File: src/rtl/fetch_stage_if.sv
// fetch_stage_if: instruction-memory req/ack fetch port
interface fetch_stage_if;
  logic        imem_req;
  logic [31:0] imem_addr;
  logic        imem_ack;
  logic [31:0] imem_rdata;
  modport master (output imem_req, imem_addr, input imem_ack, imem_rdata);
  modport slave  (input imem_req, imem_addr, output imem_ack, imem_rdata);
endinterface

File: src/rtl/fetch_stage.sv
// fetch_stage: PC owner feeding IF/ID, with stall pending buffer and redirect drain
module fetch_stage #(
  parameter logic [31:0] RESET_PC  = 32'h0000_0000,
  parameter logic [31:0] NOP_INSTR = 32'h0000_0013
) (
  input  logic          clock,
  input  logic          reset,
  input  logic          if_id_write,
  input  logic          redirect,
  input  logic [31:0]   redirect_pc,
  fetch_stage_if.master imem,
  output logic          fetch_valid,
  output logic [31:0]   fetch_pc,
  output logic [31:0]   fetch_instr
);
  typedef enum logic [1:0] {REQ, HOLD, DRAIN} state_e;
  state_e      state_q, state_d;
  logic [31:0] pc_q, pc_d, drain_q, drain_d;
  logic [31:0] slot_pc_q, slot_pc_d, slot_instr_q, slot_instr_d;
  logic [31:0] pend_pc_q, pend_pc_d, pend_instr_q, pend_instr_d;
  logic        valid_q, valid_d;
  logic        ack, slot_free;
  assign imem.imem_req  = (state_q != HOLD) && !reset;
  assign imem.imem_addr = (state_q == DRAIN) ? drain_q : pc_q;
  assign ack            = imem.imem_req && imem.imem_ack;
  assign slot_free      = !valid_q || if_id_write;
  assign fetch_valid    = valid_q;
  assign fetch_pc       = slot_pc_q;
  assign fetch_instr    = valid_q ? slot_instr_q : NOP_INSTR;
  always_comb begin
    state_d      = state_q;
    pc_d         = pc_q;
    drain_d      = drain_q;
    slot_pc_d    = slot_pc_q;
    slot_instr_d = slot_instr_q;
    pend_pc_d    = pend_pc_q;
    pend_instr_d = pend_instr_q;
    valid_d      = valid_q;
    if (redirect) begin
      // an unacked request must still complete, so remember its address
      pc_d         = redirect_pc & 32'hFFFF_FFFC;
      valid_d      = 1'b0;
      pend_pc_d    = '0;
      pend_instr_d = '0;
      state_d      = (imem.imem_req && !imem.imem_ack) ? DRAIN : REQ;
      drain_d      = (state_q == DRAIN) ? drain_q : pc_q;
    end else begin
      case (state_q)
        REQ: begin
          if (ack) begin
            pc_d = pc_q + 32'd4;
            if (slot_free) begin
              slot_pc_d    = pc_q;
              slot_instr_d = imem.imem_rdata;
              valid_d      = 1'b1;
            end else begin
              pend_pc_d    = pc_q;
              pend_instr_d = imem.imem_rdata;
              state_d      = HOLD;
            end
          end else if (if_id_write) begin
            valid_d = 1'b0;
          end
        end
        HOLD: begin
          if (if_id_write) begin
            slot_pc_d    = pend_pc_q;
            slot_instr_d = pend_instr_q;
            state_d      = REQ;
          end
        end
        DRAIN:   state_d = ack ? REQ : DRAIN;
        default: state_d = REQ;
      endcase
    end
  end
  always_ff @(posedge clock) begin
    if (reset) begin
      state_q      <= REQ;
      pc_q         <= RESET_PC;
      drain_q      <= '0;
      slot_pc_q    <= '0;
      slot_instr_q <= NOP_INSTR;
      pend_pc_q    <= '0;
      pend_instr_q <= '0;
      valid_q      <= 1'b0;
    end else begin
      state_q      <= state_d;
      pc_q         <= pc_d;
      drain_q      <= drain_d;
      slot_pc_q    <= slot_pc_d;
      slot_instr_q <= slot_instr_d;
      pend_pc_q    <= pend_pc_d;
      pend_instr_q <= pend_instr_d;
      valid_q      <= valid_d;
    end
  end
endmodule

File: src/flat_wrapper.sv
// flat-port wrapper written by rule: the top's interface ports become plain ports
module fetch_stage_flat 
#(
  parameter logic [31:0] RESET_PC  = 32'h0000_0000,
  parameter logic [31:0] NOP_INSTR = 32'h0000_0013
)
  (clock, reset, if_id_write, redirect, redirect_pc, fetch_valid, fetch_pc, fetch_instr, imem_imem_req, imem_imem_addr, imem_imem_ack, imem_imem_rdata);
  fetch_stage_if imem_i ();
  input  logic clock;
  input  logic reset;
  input  logic if_id_write;
  input  logic redirect;
  input  logic [31:0] redirect_pc;
  output logic fetch_valid;
  output logic [31:0] fetch_pc;
  output logic [31:0] fetch_instr;
  output wire logic [$bits(imem_i.imem_req)-1:0] imem_imem_req;
  output wire logic [$bits(imem_i.imem_addr)-1:0] imem_imem_addr;
  input wire logic [$bits(imem_i.imem_ack)-1:0] imem_imem_ack;
  input wire logic [$bits(imem_i.imem_rdata)-1:0] imem_imem_rdata;
  assign imem_imem_req = imem_i.imem_req;
  assign imem_imem_addr = imem_i.imem_addr;
  assign imem_i.imem_ack = imem_imem_ack;
  assign imem_i.imem_rdata = imem_imem_rdata;
  fetch_stage #(.RESET_PC(RESET_PC), .NOP_INSTR(NOP_INSTR)) u_core (.clock(clock), .reset(reset), .if_id_write(if_id_write), .redirect(redirect), .redirect_pc(redirect_pc), .imem(imem_i), .fetch_valid(fetch_valid), .fetch_pc(fetch_pc), .fetch_instr(fetch_instr));
endmodule
File: config.mk
export PLATFORM = sky130hd
export DESIGN_NAME = fetch_stage_flat
export DESIGN_NICKNAME = d
export VERILOG_FILES = /design/src/rtl/fetch_stage_if.sv /design/src/rtl/fetch_stage.sv /design/src/flat_wrapper.sv
export SDC_FILE = /design/constraint.sdc
export NUM_CORES = 1
export LEC_CHECK = 0
export CAP_MARGIN = 20
export CORE_UTILIZATION = 37
export DETAILED_ROUTE_END_ITERATION = 10
export HOLD_SLACK_MARGIN = 0.05
export PLACE_DENSITY = 0.74
export SLEW_MARGIN = 15
export SYNTH_ARGS = -nofsm -noshare
export SYNTH_HDL_FRONTEND = slang
export SYNTH_SLANG_ARGS = --single-unit
File: constraint.sdc
create_clock -name clock -period 2.4 [get_ports clock]
set_clock_uncertainty 0.05 [all_clocks]
set_input_delay 0.72 -clock clock [delete_from_list [all_inputs] [get_ports clock]]
set_output_delay 0.72 -clock clock [all_outputs]
set_load 0.1 [all_outputs]
# ---- Word level (Yosys, flattened, before mapping)
# Cells that the tools add are included.
dict set report word_totals {
  register_bits 195
  latch_bits 0
  mem_bits_rw 0
  mem_bits_ro 0
  in_bits 69
  out_inout_bits 98
  word_cells 64
  mem_count 0
}
dict set report op_classes {
  add_sub_neg 1
  mul 0
  n_div 0
  magnitude_cmp 0
  n_eq_ne 10
  shift 0
  n_mux 23
  n_bitwise 2
  n_reduce_logical 19
}
# cell count
set op_table {}
lappend op_table {{$mux W32} 11}
lappend op_table {{$pmux W32 S2} 2}
lappend op_table {{$add A32 B3 Y32 const B} 1}
lappend op_table {{$mux W2} 6}
lappend op_table {{$reduce_and A3 Y1} 3}
lappend op_table {{$reduce_bool A2 Y1} 4}
lappend op_table {{$ne A2 B1 Y1 const B} 3}
lappend op_table {{$ne A3 B3 Y1 const B} 2}
lappend op_table {{$pmux W2 S3} 1}
lappend op_table {{$reduce_and A5 Y1} 1}
lappend op_table {{$ne A2 B2 Y1 const B} 2}
lappend op_table {{$reduce_and A2 Y1} 2}
lappend op_table {{$logic_and A1 B1 Y1} 3}
lappend op_table {{$logic_not A1 Y1} 3}
lappend op_table {{$mux W1} 3}
lappend op_table {{$ne A3 B2 Y1 const B} 1}
lappend op_table {{$eq A2 B1 Y1 const B} 1}
lappend op_table {{$eq A2 B2 Y1 const B} 1}
lappend op_table {{$logic_not A2 Y1} 1}
lappend op_table {{$not A1 Y1} 2}
lappend op_table {{$reduce_or A2 Y1} 1}
lappend op_table {{$logic_or A1 B1 Y1} 1}

# ---- Logic depth before layout (Yosys ltp)
dict set report depth {
  word_depth 6
  mapped_depth 8
  depth_no_buf 6
}

# ---- Worst setup path after synthesis
# No wires, ideal clock.
dict set report synth_path {
  path_kind {flip-flop to output port}
  from {reg u_core.state_q[1]}
  to {out imem_imem_req}
  arrival_ps 2539
  slack_ps -909
  path_stages_with_launch 6
  cell_sequence {dfxtp_1 buf_6 nand2b_1 buf_2 buf_1 nor2b_1}
}
dict set report synth_between {
  elab_chain_cells 2
}
# element line
set synth_lines {}
lappend synth_lines {{start, declared} fetch_stage.sv:17} ;# state_e state_q, state_d;
lappend synth_lines {{start signal, assigned} fetch_stage.sv:88} ;# state_q <= state_d;
lappend synth_lines {{$ne A2 B1 Y1} fetch_stage.sv:23} ;# assign imem.imem_req = (state_q != HOLD) && !reset;
lappend synth_lines {{$logic_and A1 B1 Y1} fetch_stage.sv:23}
lappend synth_lines {{end, declared} flat_wrapper.sv:17} ;# output wire logic [$bits(imem_i.imem_req)-1:0] imem_imem_req;
# Every way passes these cells.

# ---- Worst setup path in the final report
dict set report layout_path {
  from {reg u_core.state_q[1]}
  to {out imem_imem_addr[9]}
}
dict set report layout_between {
  elab_chain_cells 2
}
# element line
set layout_lines {}
lappend layout_lines {{$eq A2 B2 Y1} fetch_stage.sv:24} ;# assign imem.imem_addr = (state_q == DRAIN) ? drain_q : pc_q;
lappend layout_lines {{$mux W32} --}
lappend layout_lines {{end, declared} flat_wrapper.sv:18} ;# output wire logic [$bits(imem_i.imem_addr)-1:0] imem_imem_addr;
# Every way passes these cells.

==> results by group <==
Run status
  – Status: finished, violations left
  – Failing checks: design-rule violations, negative setup slack

Layout
  – Final core utilization: 0.547
  – Ant diodes: 0
  – Storage cell area: 3790 um2
  – Layout cell share with drive strength beyond 1: 0.234
  – Filler Cell Count: 1899
  – Area of the multi-input gates: 4410 um2
  – Area growth syn-to-layout: 43.6%
  – Final instance area: 12100 um2
  – Layout net count: 1209
  – Post-route insts no fill: 1432

Critical path
  – Setup CP Type: register to output pin
  – Critical path data arrival time: 1800 ps
  – Crit-path max FO: 8
  – Crit. End Element: output pin
  – Required @ worst endpoint: 1630 ps
  – Setup crit start kind: register

Power
  – Sequential Power Share: 0.442
  – Pleak: 4.78 nW
  – PD cells: 631 nW/um2
  – Sw Pwr: 2.40 mW
  – Clk pwr share: 0.369
  – Internal power: 5.20 mW
  – Peak supply drop: 629 uV
  – Switching Fraction: 0.316
  – Combinational share of power: 0.188
  – Pwr Total: 7.61 mW

Floorplan
  – I/O pins: 167
  – Die Y: 153 um
  – Starting Density: 0.381
  – # rows: 54
  – Die area: 23300 um2
  – Die W: 153 um
  – Core Area: 22000 um2

Yosys
  – Synth Register Bits: 189
  – Post-Synthesis Cells: 993
  – Synth Area in Simple Gates: 0.207
  – Largest family of logic cells by synthesized area: simple AND/OR/NAND/NOR gates
  – Largest cells by area after synthesis: dfxtp_1 (45%), nand2_1 (9.1%), mux2i_1 (7.4%)
  – Sequential share of the synthesized area: 0.451
  – Synth Area in Compound Gates: 0.144
  – XOR/XNOR share of the synthesized area: 0.0282
  – Mux cell area share after synthesis: 0.118
  – Main synth FF type: dfxtp_1
  – Syn_area_per_cell: 8.45 um2
  – Top-area cell type share of the netlist area: 0.451
  – Synth cell types: 48
  – Asr flop ratio synth: 0
  – Ys Warns: 0
  – Adder-cell share of the synthesized area: 0.00149
  – Mapped Area: 8390 um2
  – Area leader, netlist: dfxtp_1
  – Number of synthesized flops with an enable pin: 0

Global route
  – Largest net degree at the start of global routing: 98
  – Total track usage: 0.199
  – Initial antenna violation count: 0
  – Vias in the first global route: 6950
  – GRT overflow: 0
  – First-pass GRT wire length: 36600 um

Clock tree
  – TritonCTS Buffers: 17
  – Clock Latency Late Sink: 440 ps
  – CTS tree: done
  – Cts hold-fix bufs: 0
  – Clock transition at path regs: 70 ps
  – Root Driver: clkbuf_16
  – TritonCTS Sinks: 189
  – CTS max path bufs: 2
  – H-tree levels: 4

Route
  – DR WL/cell: 16.0 um
  – Initial DRC count: 562
  – Routed Antenna Nets: 0
  – Number of vias after detailed routing: 7447
  – Drt total wl: 22900 um
  – Drt pass-1 iters: 8
  – Post-route DRC: 15
  – Vias per inst: 5.20

Place
  – GPL Wtd Cong: 0.814
  – Placed Cells incl. Taps: 1392
  – Setup WS pre-CTS: -372 ps
  – Dpl hpwl: 15000 um
  – Placed instance area: 11200 um2
  – Buffers on Ports: 162

Timing
  – Final Max Tran Viols: 0
  – Setup WS post-layout: -169 ps
  – Final Cycle Share: 1.07
  – Min Clock Period, post-route: 2570 ps
  – Fmax: 0.389 GHz
  – Setup violators final: 32
  – Setup TNS Final: -3960 ps
  – Slew @ Worst Pin: 1090 ps
  – RSZ-0062 raised after global routing: yes
  – Max-slew headroom: 0.274
  – Hold Slack: 404 ps
  – Fin. Hold Viols: 0

Flow run
  – Max-cap violation count: 0

Hold path
  – Min-delay worst type: register to register
==> state kept, by name, summed over array words and instances, names as in the netlist <==
signal,cells
u_core.state_q,2
u_core.fetch_valid,1
u_core.slot_instr_q,32
u_core.fetch_pc,30
u_core.pc_q,30
u_core.pend_pc_q,30
u_core.pend_instr_q,32
u_core.drain_q,32
==> area by class of cell <==
class	instances	share of cell area
clock inverters	15	0.0142
repair buffers	221	0.240
inverters	5	0.00156
multi-input cells	705	0.366
flip-flops and latches	189	0.314
well taps	280	0.0291
clock buffers	17	0.0353
==> synth_stat cells, types with 4 or more instances <==
library cell	n
and3_1	4
mux2_2	33
xor2_1	17
xnor2_1	10
nor2_1	87
a21oi_1	104
buf_2	13
nand4_1	9
nor2b_1	5
and2_1	31
mux2i_1	62
buf_1	7
nand3_1	14
inv_1	5
nand2_1	204
dfxtp_1	189
a211oi_1	76
nand2b_1	6
and4_1	4
clkbuf_1	70
==> what timing repair did <==
action                                  CTS  global route
endpoints found under the setup margin   61            47
resized for setup                        38             2
setup buffers                             4             0
cloned                                    4             0
pin swaps                                 2             0
==> cell usage in the layout (no fill, tap or decap), types with 4 or more instances in the layout <==
master,instances
a211oi_1,76
a21oi_1,104
and2_2,12
and2_4,19
and3_1,4
and4_1,4
buf_12,78
buf_16,4
buf_4,72
clkbuf_16,17
clkdlybuf4s50_1,64
clkinv_4,4
dfxtp_1,186
inv_1,5
inv_8,7
mux2_4,30
mux2i_1,62
nand2_1,204
nand2b_1,5
nand3_1,14
nand4_1,9
nor2_1,86
xnor2_1,10
xor2_1,17
==> worst max-delay path, cell delays in order (launching register included) <==
cell and delay, ps:
dfxtp_2 320, nor2b_4 210, buf_8 170, buf_16 150
mux2_4 340, buf_12 170
==> final timing paths <==
check | startpoint | to | slack [ps] | cells past startpoint
hold reg to reg | u_core.pend_pc_q[31] | u_core.pend_pc_q[31] | 400 | 2
hold / removal | u_core.pend_pc_q[31] | u_core.pend_pc_q[31] | 400 | 2
setup reg to reg | u_core.state_q[0] | u_core.pc_q[23] | 280 | 7
setup / recovery | u_core.state_q[1] | imem_imem_addr[9] | -170 | 5
==> per-layer routing <==
| metal | wire (um) | share of wire | track usage |
|---|---|---|---|
| met1 | 10600 | 0.46 | 0.276 |
| met2 | 10200 | 0.45 | 0.306 |
| met5 | 0 | 0 | 0 |
| met4 | 520 | 0.023 | 0.0697 |
| met3 | 1480 | 0.065 | 0.0407 |
==> power by group through the flow <==
stage / sequential, mW / combinational, mW / clock, mW
CTS: 3.36 / 1.44 / 2.87
global placement: 3.42 / 1.36 / 0
floorplan: 3.56 / 0.722 / 0
global route: 3.38 / 1.50 / 3.00
detailed placement: 3.43 / 1.37 / 0
finish: 3.36 / 1.43 / 2.81
==> logic make-up after synthesis <==
| kind of cell | count (synthesis) |
|---|---|
| compound gates | 194 |
| xor+xnor | 27 |
| fa+ha+maj | 1 |
| buf+inv | 100 |
| flops | 189 |
| mux | 95 |
| other cells | 1 |
| simple gates | 386 |
Note: power is estimated with default switching activity, not from simulation.
